===== src/rtl/sail_write_drain_pkg.sv =====
// Shared Sail library types for the write drain: the sail_write record,
// the drain FSM states and the request length rule.
package sail_write_drain_pkg;

  localparam int MAX_BYTES_DEFAULT = 8;

  typedef enum logic [1:0] {
    ST_IDLE  = 2'd0,
    ST_BYTES = 2'd1,
    ST_TAG   = 2'd2
  } sail_state_e;

  typedef struct packed {
    logic [63:0] paddr;
    logic [7:0]  data;
    logic        is_tag;
  } sail_write_t;

  // A data request must carry between 1 and max_bytes bytes.
  function automatic logic len_ok(input logic [3:0] nbytes, input int max_bytes);
    return (nbytes != 4'd0) && (int'({28'd0, nbytes}) <= max_bytes);
  endfunction

endpackage


===== src/rtl/sail_req_fifo.sv =====
// Request FIFO with valid/ready on both sides; ready is "not full", so a
// full FIFO never accepts a push even if a pop happens in the same cycle.
module sail_req_fifo #(
  parameter int WIDTH = 8,
  parameter int DEPTH = 4
) (
  input  logic             clk,
  input  logic             rst,
  input  logic             in_valid,
  output logic             in_ready,
  input  logic [WIDTH-1:0] in_data,
  output logic             out_valid,
  input  logic             out_ready,
  output logic [WIDTH-1:0] out_data
);

  localparam int AW = $clog2(DEPTH);

  logic [AW:0]      wr_ptr_q, rd_ptr_q;
  logic [WIDTH-1:0] mem_q [DEPTH];
  logic             full, empty, push, pop;

  // Pointers carry one extra wrap bit to tell full from empty.
  assign empty     = (wr_ptr_q == rd_ptr_q);
  assign full      = (wr_ptr_q[AW] != rd_ptr_q[AW]) &&
                     (wr_ptr_q[AW-1:0] == rd_ptr_q[AW-1:0]);
  assign in_ready  = !full;
  assign out_valid = !empty;
  assign push      = in_valid && !full;
  assign pop       = out_valid && out_ready;
  assign out_data  = mem_q[rd_ptr_q[AW-1:0]];

  always_ff @(posedge clk or posedge rst) begin
    if (rst) begin
      wr_ptr_q <= '0;
      rd_ptr_q <= '0;
    end else begin
      if (push) wr_ptr_q <= wr_ptr_q + 1'b1;
      if (pop)  rd_ptr_q <= rd_ptr_q + 1'b1;
    end
  end

  always_ff @(posedge clk) begin
    if (push) mem_q[wr_ptr_q[AW-1:0]] <= in_data;
  end

endmodule


===== src/rtl/sail_write_drain.sv =====
// Drains queued write requests into a stream of single-byte or tag
// sail_write records, one record per sink handshake, in acceptance order.
module sail_write_drain
  import sail_write_drain_pkg::*;
#(
  parameter int DEPTH     = 4,
  parameter int MAX_BYTES = MAX_BYTES_DEFAULT
) (
  input  logic                   clk,
  input  logic                   rst,
  input  logic                   req_valid,
  output logic                   req_ready,
  input  logic [63:0]            req_paddr,
  input  logic [3:0]             req_nbytes,
  input  logic [8*MAX_BYTES-1:0] req_data,
  input  logic                   req_is_tag,
  input  logic                   req_tag,
  output logic                   mem_valid,
  input  logic                   mem_ready,
  output logic [63:0]            mem_paddr,
  output logic [7:0]             mem_data,
  output logic                   mem_is_tag,
  output logic                   idle,
  output logic                   err,
  output logic [31:0]            commit_count
);

  localparam int DW = 8 * MAX_BYTES;
  localparam int EW = 64 + 4 + DW + 2;

  logic [EW-1:0] push_entry, pop_entry;
  logic          pop_valid, pop_ready;
  logic [63:0]   pop_paddr;
  logic [3:0]    pop_nbytes;
  logic [DW-1:0] pop_data;
  logic          pop_is_tag, pop_tag;

  sail_state_e   state_q, state_d;
  sail_write_t   rec_q, rec_d;
  logic          mem_valid_q, mem_valid_d;
  logic [DW-1:0] data_q, data_d;
  logic [3:0]    nbytes_q, nbytes_d;
  logic [3:0]    idx_q, idx_d;
  logic          err_q, err_d;
  logic [31:0]   commit_q;
  logic          fire;

  assign push_entry = {req_paddr, req_nbytes, req_data, req_is_tag, req_tag};

  sail_req_fifo #(
    .WIDTH (EW),
    .DEPTH (DEPTH)
  ) u_fifo (
    .clk       (clk),
    .rst       (rst),
    .in_valid  (req_valid),
    .in_ready  (req_ready),
    .in_data   (push_entry),
    .out_valid (pop_valid),
    .out_ready (pop_ready),
    .out_data  (pop_entry)
  );

  assign pop_paddr  = pop_entry[EW-1 -: 64];
  assign pop_nbytes = pop_entry[EW-65 -: 4];
  assign pop_data   = pop_entry[2 +: DW];
  assign pop_is_tag = pop_entry[1];
  assign pop_tag    = pop_entry[0];

  assign fire = mem_valid_q && mem_ready;

  // data_q holds the bytes still to be presented, lowest byte next; the
  // record register only moves on a handshake so a stalled record is held.
  always_comb begin
    state_d     = state_q;
    rec_d       = rec_q;
    mem_valid_d = mem_valid_q;
    data_d      = data_q;
    nbytes_d    = nbytes_q;
    idx_d       = idx_q;
    err_d       = err_q;
    pop_ready   = 1'b0;
    case (state_q)
      ST_IDLE: begin
        pop_ready = 1'b1;
        if (pop_valid) begin
          if (pop_is_tag) begin
            state_d      = ST_TAG;
            mem_valid_d  = 1'b1;
            rec_d.paddr  = pop_paddr;
            rec_d.data   = {7'b0, pop_tag};
            rec_d.is_tag = 1'b1;
          end else if (len_ok(pop_nbytes, MAX_BYTES)) begin
            state_d      = ST_BYTES;
            mem_valid_d  = 1'b1;
            rec_d.paddr  = pop_paddr;
            rec_d.data   = pop_data[7:0];
            rec_d.is_tag = 1'b0;
            data_d       = pop_data >> 8;
            nbytes_d     = pop_nbytes;
            idx_d        = 4'd0;
          end else begin
            err_d = 1'b1;
          end
        end
      end
      ST_BYTES: begin
        if (fire) begin
          if (idx_q == nbytes_q - 4'd1) begin
            state_d     = ST_IDLE;
            mem_valid_d = 1'b0;
          end else begin
            idx_d       = idx_q + 4'd1;
            rec_d.paddr = rec_q.paddr + 64'd1;
            rec_d.data  = data_q[7:0];
            data_d      = data_q >> 8;
          end
        end
      end
      ST_TAG: begin
        if (fire) begin
          state_d     = ST_IDLE;
          mem_valid_d = 1'b0;
        end
      end
      default: begin
        state_d     = ST_IDLE;
        mem_valid_d = 1'b0;
      end
    endcase
  end

  always_ff @(posedge clk or posedge rst) begin
    if (rst) begin
      state_q     <= ST_IDLE;
      rec_q       <= '0;
      mem_valid_q <= 1'b0;
      data_q      <= '0;
      nbytes_q    <= '0;
      idx_q       <= '0;
      err_q       <= 1'b0;
      commit_q    <= '0;
    end else begin
      state_q     <= state_d;
      rec_q       <= rec_d;
      mem_valid_q <= mem_valid_d;
      data_q      <= data_d;
      nbytes_q    <= nbytes_d;
      idx_q       <= idx_d;
      err_q       <= err_d;
      if (fire) commit_q <= commit_q + 32'd1;
    end
  end

  assign mem_valid    = mem_valid_q;
  assign mem_paddr    = rec_q.paddr;
  assign mem_data     = rec_q.data;
  assign mem_is_tag   = rec_q.is_tag;
  assign idle         = (state_q == ST_IDLE) && !pop_valid;
  assign err          = err_q;
  assign commit_count = commit_q;

endmodule


===== config.mk =====
export PLATFORM = sky130hd
export DESIGN_NAME = sail_write_drain
export DESIGN_NICKNAME = d
export VERILOG_FILES = /design/src/rtl/sail_write_drain_pkg.sv /design/src/rtl/sail_req_fifo.sv /design/src/rtl/sail_write_drain.sv
export SDC_FILE = /design/constraint.sdc
export NUM_CORES = 1
export LEC_CHECK = 0
export ABC_AREA = 1
export BUFFER_PORTS_ARGS = -buffer_cell sky130_fd_sc_hd__buf_2
export CELL_PAD_IN_SITES_DETAIL_PLACEMENT = 1
export CELL_PAD_IN_SITES_GLOBAL_PLACEMENT = 1
export CORE_MARGIN = 2
export CORE_UTILIZATION = 35
export DETAILED_ROUTE_END_ITERATION = 12
export PLACE_DENSITY_LB_ADDON = 0.1
export SLEW_MARGIN = 20
export SYNTH_ARGS = -nofsm -noshare
export SYNTH_HDL_FRONTEND = slang
export SYNTH_SLANG_ARGS = --single-unit

===== constraint.sdc =====
create_clock -name clk -period 8 [get_ports clk]
set_input_delay 0.8 -clock clk [delete_from_list [all_inputs] [get_ports clk]]
set_output_delay 0.8 -clock clk [all_outputs]
set_load 0.02 [all_outputs]

# --- Yosys cells after proc, flatten, opt, wreduce, memory -nomap -nowiden ---
# Memory sizes are Yosys's and may differ from the RTL's.
# Cells that the tools add are included.
totals:
  reg_bits: 187
  ram_bits: 536
  input_bits: 138
  out_inout_bits: 109
  elab_cells: 90
  n_memories: 1
mem_list:
  columns: ["memory", "words", "word_bits", "rd", "rd_clocked_by_memory_dff", "wr", "line_no", "source"]
  rows:
  - ["u_fifo.mem_q", 4, 134, 1, 0, 1, "sail_req_fifo.sv:20", "logic [WIDTH-1:0] mem_q [DEPTH];"]
classes:
  n_addsub: 6
  magnitude_cmp: 1
  n_eq_ne: 14
  mux: 35
  bitwise: 3
  n_reduce_logical: 18
op_table:
  columns: ["cell", "count"]
  rows:
  - ["64-bit 2-to-1 mux", 5]
  - ["73-bit 2-to-1 mux", 3]
  - ["72-bit 2-to-1 mux", 2]
  - ["72-bit case mux with 2 select lines", 1]
  - ["64-bit case mux with 2 select lines", 1]
  - ["64-bit by 1-bit adder with 64-bit output, second input constant", 1]
  - ["32-bit by 1-bit adder with 32-bit output, second input constant", 1]
  - ["4-bit 2-to-1 mux", 5]
  - ["2-bit inequality test, second input constant", 7]
  - ["2-bit 2-to-1 mux", 6]
  - ["5-bit AND reduction", 2]
  - ["1-bit 2-to-1 mux", 9]
  - ["4-bit case mux with 2 select lines", 1]
  - ["4-bit AND reduction", 2]
  - ["3-bit by 1-bit adder with 3-bit output, second input constant", 2]
  - ["1-bit logical AND", 6]
  - ["2-bit case mux with 3 select lines", 1]
  - ["6-bit AND reduction", 1]
  - ["4-bit by 1-bit adder with 4-bit output, second input constant", 1]
  - ["4-bit == test", 1]
  - ["4-bit <= comparator, second input constant", 1]
  - ["2-bit nonzero test", 2]
  - ["4-bit nonzero test", 1]
  - ["4-bit by 1-bit subtractor with 4-bit output, second input constant", 1]
  - ["11 further kinds", 14]

# --- Depth between registers and ports, before layout ---
# An unclocked memory read counts as a cell.
logic_depth:
  word_depth: 7
  ltp_mapped: 17
  depth_no_buf: 14

# --- By module ---
# Synthesis repeated with hierarchy kept, for this count alone.
unflattened:
  cells_unflattened: 3062
  area_unflattened_um2: 31131.1
by_module_without_submodules:
  columns: ["module", "instances", "cells_each", "area_per_inst_um2", "seq_area_each_um2"]
  rows:
  - ["sail_req_fifo", 1, 1357, 20309.5, 16245.6]
  - ["sail_write_drain", 1, 1705, 10821.6, 4329.2]

# --- Least setup slack after synthesis ---
# No wires, ideal clock.
synth_timing:
  path_kind: "register -> register"
  start: "register u_fifo.rd_ptr_q[0]"
  end: "memory u_fifo.mem_q[3][0] (netlist name), enable pin"
  setup_time_ps: 632
  arrival_time_ps: 6861
  required_ps: 7368
  setup_slack_ps: 506
  stages_incl_launch_ff: 7
  n_path_buf: 2
  synth_period_minus_slack_ps: 7494
  cell_sequence: "dfrtp_1 -> buf_6 -> buf_6 -> xnor2_2 -> nand3b_1 -> nand2_1 -> nor2_1"
synth_between:
  elab_chain_cells: 6
synth_rtl:
  columns: ["element", "line_no", "source"]
  rows:
  - ["start, declared", "sail_req_fifo.sv:19", "logic [AW:0] wr_ptr_q, rd_ptr_q;"]
  - ["start signal, assigned", "sail_req_fifo.sv:39", "if (pop) rd_ptr_q <= rd_ptr_q + 1'b1;"]
  - ["2-bit == test", "sail_req_fifo.sv:26", "(wr_ptr_q[AW-1:0] == rd_ptr_q[AW-1:0]);"]
  - ["1-bit logical AND", "sail_req_fifo.sv:25", "assign full = (wr_ptr_q[AW] != rd_ptr_q[AW]) &&"]
  - ["1-bit logical NOT", null, null]
  - ["named net req_ready", "sail_write_drain.sv:12", "output logic req_ready,"]
  - ["1-bit logical AND", "sail_req_fifo.sv:29", "assign push = in_valid && !full;"]
  - ["1-bit 2-to-1 mux", "sail_req_fifo.sv:44", "if (push) mem_q[wr_ptr_q[AW-1:0]] <= in_data;"]
  - ["1-bit 2-to-1 mux (implied by the code)", "sail_req_fifo.sv:44", null]
  - ["end, declared", "sail_req_fifo.sv:20", null]
# The timed path passes the listed nets, and every way through them passes these cells.

# --- Worst setup path in the final report ---
layout_timing:
  start: "register u_fifo.rd_ptr_q[1]"
  end: "register rec_q, in the netlist mem_paddr[63]"
layout_between:
  elab_chain_cells: 5
  elab_cells_between_ends: 12
  classes_between: "order compare: 1; eq/ne: 3; mux: 4; reduce/logical: 3; memory: 1"
layout_rtl:
  columns: ["element", "line_no", "source"]
  rows:
  - ["memory read 4 x 134 bit", null, null]
  - ["4-bit <= comparator (tied with other cells)", "sail_write_drain_pkg.sv:21", "return (nbytes != 4'd0) && (int'({28'd0, nbytes}) <= max_bytes);"]
  - ["1-bit logical AND / 73-bit 2-to-1 mux (equally long branches)", "sail_write_drain_pkg.sv:21, sail_write_drain.sv:87", null]
  - ["3-bit inequality test (no line) / 73-bit 2-to-1 mux (equally long branches)", null, null]
  - ["5-bit AND reduction (no line) / 72-bit case mux with 2 select lines (equally long branches)", null, null]
  - ["end signal, assigned", "sail_write_drain.sv:145", "rec_q <= rec_d;"]
  - ["end, declared", "sail_write_drain.sv:39", "sail_write_t rec_q, rec_d;"]
# Parallel ways exist; a longest one is shown, timed or not. The select of a mux whose other input is x is not followed.
# A chain may end at the register's enable or synchronous reset.

==> impl_metrics.tcl <==
set metrics [dict create \
    status "finished clean" \
    yosys_warnings 0 \
    h-tree-depth 3 \
    tritoncts "done" \
    place_ws_ns 3.22 \
    cts.root.buffer_cell "clkbuf_16" \
    avgSynthCellArea_um2 10.2 \
    yosysUniqueCellTypes 39 \
    cpPeakStageDelay_ns 1.14 \
    wirelength_mm 99.5 \
    hold_class "input port to asynchronous set/reset pin" \
    grt_max_degree 142 \
    synth-compound-area-share 0.0796 \
    syn-cell-area_um2 30900 \
    reg2regPathDepth 13 \
    max_clock_freq_mhz 213 \
    clock_latency_ns 0.64 \
    crit_path_end_kind "register" \
    critPathSlowestCell "dfrtp_4" \
    first_global_vias 24200 \
    via_count 22900 \
    layout_setup_ws_ns 3.30 \
    tightest_slew_ns 1.09 \
    numPortBuffers 246 \
    r2r_setup_slack_ns 3.30 \
    period_share 0.587 \
    cts_repair_resize_count 0 \
    p_sw_frac 0.421 \
    final_area_um2 36000 \
    synth_top_area_frac 0.521 \
    max-clock-path-buffers 3 \
    final_nets 3398 \
    synthMuxAreaShare 0 \
    postSynthRegisterBits 715 \
    vias_per_cell 5.10 \
    start_kind "register" \
    drive_above_1_share 0.124 \
    crit_arrival_ns 5.26 \
    place.gp.congestion 0.885 \
    hold_viol_final 0 \
    synth_top_family_by_area "simple AND/OR/NAND/NOR gates" \
    irDropWorstVdd_mv 0.250 \
    fill_cells 9838 \
    leakage_nw 14.2 \
    maxCapViolCount 0 \
    wl_per_cell_um 22.2 \
    crit_type "register to register" \
    period_needed_ns 4.70 \
    pwr-share-clk 0.246 \
    setup_tns_ns 0 \
    syn_inst 3042 \
    ys_seq_area_frac 0.665 \
    relSlewSlack 0.276 \
    critical_path_required_ns 8.56 \
    synth-xor-area-share 0.0161 \
    die_w_um 301 \
    cp_common_cell "nand2_1" \
    antenna_found_initial 6 \
    layout_common_cells "955 x nand2_1, 536 x edfxtp_1, 433 x nor2_1" \
    hold_ws_ns 0.333 \
    rsz0062_at_grt "false" \
    crit_fanout 79 \
    start_util 0.352 \
    setup_violations 0 \
    synth_top_area_cell "edfxtp_1" \
    synth_fa_ha_area_frac 0.00364 \
    track_usage 0.218 \
    intPower_mw 8.81 \
    syn_nets 3189 \
    p_comb_frac 0.368 \
    worstPathCellList "inv_4 > nand3_1 > nand2_1 > nand2_1 > inv_1 > nand2_1 > nand2_2 > nand3_2 > nand2_4 > inv_2 > buf_4 > nand2_1 > nand2_1" \
    maxSlewViolCount 0 \
    rr_endpoint "mem_paddr[63]" \
    dp_hpwl_mm 64.3 \
    cts-hold-fix-buffers 0 \
    multi_input_area_um2 9330 \
    drc 0 \
    clock_skew_ns 0.0239 \
    syn2layout_area_growth_pct 16.4 \
    die_h_um 301 \
    antenna_left 0 \
    p_seq_frac 0.387 \
    grt_pass1_wl_mm 149 \
    cts.clk_slew.worst_paths_ns 0.06 \
    layout_commonest_cell "nand2_1" \
    synth-simple-area-share 0.201 \
    cts_setup_buffers 0 \
    drtIter0Drc 1201 \
    p_per_area_nw_per_um2 423 \
    io_pins 247 \
    grt_overflow 0 \
    dieArea_um2 90700 \
    timing.rr.start "u_fifo.rd_ptr_q[1]" \
    core_area_um2 88000 \
    numCtsBuffers 81 \
    cts.sinks 715 \
    rows 109 \
    placed_cell_area_um2 33200 \
    dr.pass1.iters 4 \
    switching_power_mw 6.40 \
    ff_latch_area_um2 20600 \
    netlist_top_cells_area "edfxtp_1 52%, dfrtp_1 14%, nand2_1 12%, nor2_1 5.3%, o21ai_0 4.7%" \
]
## power groups by stage
stage	Sequential [mW]	Clock [mW]	Combinational, mW
floorplan	5.87	0	3.68
global placement	5.90	0	5.55
detailed placement	5.94	0	5.74
CTS	5.88	3.84	5.76
global route	5.98	3.98	6.33
finish	5.88	3.74	5.59
## layout make-up
type | instances | area share
Tap cell | 1165 | 0.0405
Clock inverter | 38 | 0.0122
Sequential cell | 715 | 0.572
Inverter | 100 | 0.0109
Antenna cell | 1 | 0.0000695
Clock buffer | 112 | 0.0629
Timing Repair Buffer | 270 | 0.0419
Multi-Input combinational cell | 2083 | 0.259
## flip-flops by register name, indices dropped and copies added (netlist names)
name	count
u_fifo.mem_q	536
mem_paddr	64
data_q	56
commit_count	32
mem_data	8
idx_q	4
nbytes_q	4
u_fifo.rd_ptr_q	3
u_fifo.wr_ptr_q	3
state_q	2
err	1
mem_is_tag	1
mem_valid	1
## through the flow
step / util / instances / power [mW]
floorplan: - / 3042 / 9.55
CTS: 0.408 / 4481 / 15.5
finish: 0.409 / 4484 / 15.2
global placement: 0.377 / 4330 / 11.5
global route: 0.409 / 4484 / 16.3
detailed placement: 0.378 / 4331 / 11.7
## cell usage after synthesis
| library cell | n |
|---|---|
| nand4_1 | 26 |
| xnor2_1 | 32 |
| dfrtp_1 | 179 |
| xor2_1 | 23 |
| nor2_4 | 1 |
| a32o_1 | 4 |
| o21bai_1 | 2 |
| nor2_2 | 2 |
| inv_4 | 1 |
| o21ai_0 | 289 |
| nor2_1 | 438 |
| clkbuf_1 | 70 |
| nor3b_1 | 2 |
| buf_2 | 51 |
| nor3_1 | 10 |
| nand3b_1 | 8 |
| o221ai_1 | 2 |
| xnor2_2 | 1 |
| o22ai_1 | 123 |
| edfxtp_1 | 536 |
| a21oi_1 | 13 |
| nand3_2 | 1 |
| inv_1 | 94 |
| a22o_1 | 8 |
| a21boi_1 | 2 |
| ha_1 | 9 |
| buf_4 | 5 |
| buf_1 | 10 |
| nand2_4 | 1 |
| buf_6 | 8 |
| a21o_1 | 1 |
| a22oi_1 | 2 |
| clkinv_1 | 2 |
| nand2_1 | 955 |
| inv_2 | 3 |
| nand3b_2 | 1 |
| nand2_2 | 3 |
| nand3_1 | 123 |
| nor4_1 | 1 |
## kinds of logic (layout without fill, tap and decap cells)
logic type,count (synthesis),in the layout
simple gates,1572,1572
flops,715,715
compound gates,446,446
buf+inv,244,520
xor+xnor,56,56
fa+ha+maj,9,9
other cells,0,1
## layer usage
layer  up-vias  global-route usage  wire length, µm
li1      10800                   -                -
met1     11500               0.278            43100
met2       398               0.378            49300
met3       128              0.0375             4460
met4         4              0.0666             2570
met5         -                   0               27
## how the worst max path moves through the flow
stage                         endpoint  depth (start not counted)                from
floorplan           u_fifo.mem_q[3][0]                          6  u_fifo.rd_ptr_q[0]
CTS                      mem_paddr[11]                         13  u_fifo.rd_ptr_q[1]
global placement         mem_paddr[57]                         13  u_fifo.rd_ptr_q[1]
global route             mem_paddr[11]                         13  u_fifo.rd_ptr_q[1]
finish                   mem_paddr[63]                         13  u_fifo.rd_ptr_q[1]
detailed placement       mem_paddr[11]                         13  u_fifo.rd_ptr_q[1]
## worst max-delay path: cells and delay by family, from the launching register on
| family | cells | cell delay, ns |
|---|---|---|
| AND/OR/NAND/NOR | 9 | 1.43 |
| buffers and inverters | 4 | 1.91 |
| flip-flops | 1 | 1.14 |
(Power assumes the default switching activity.)
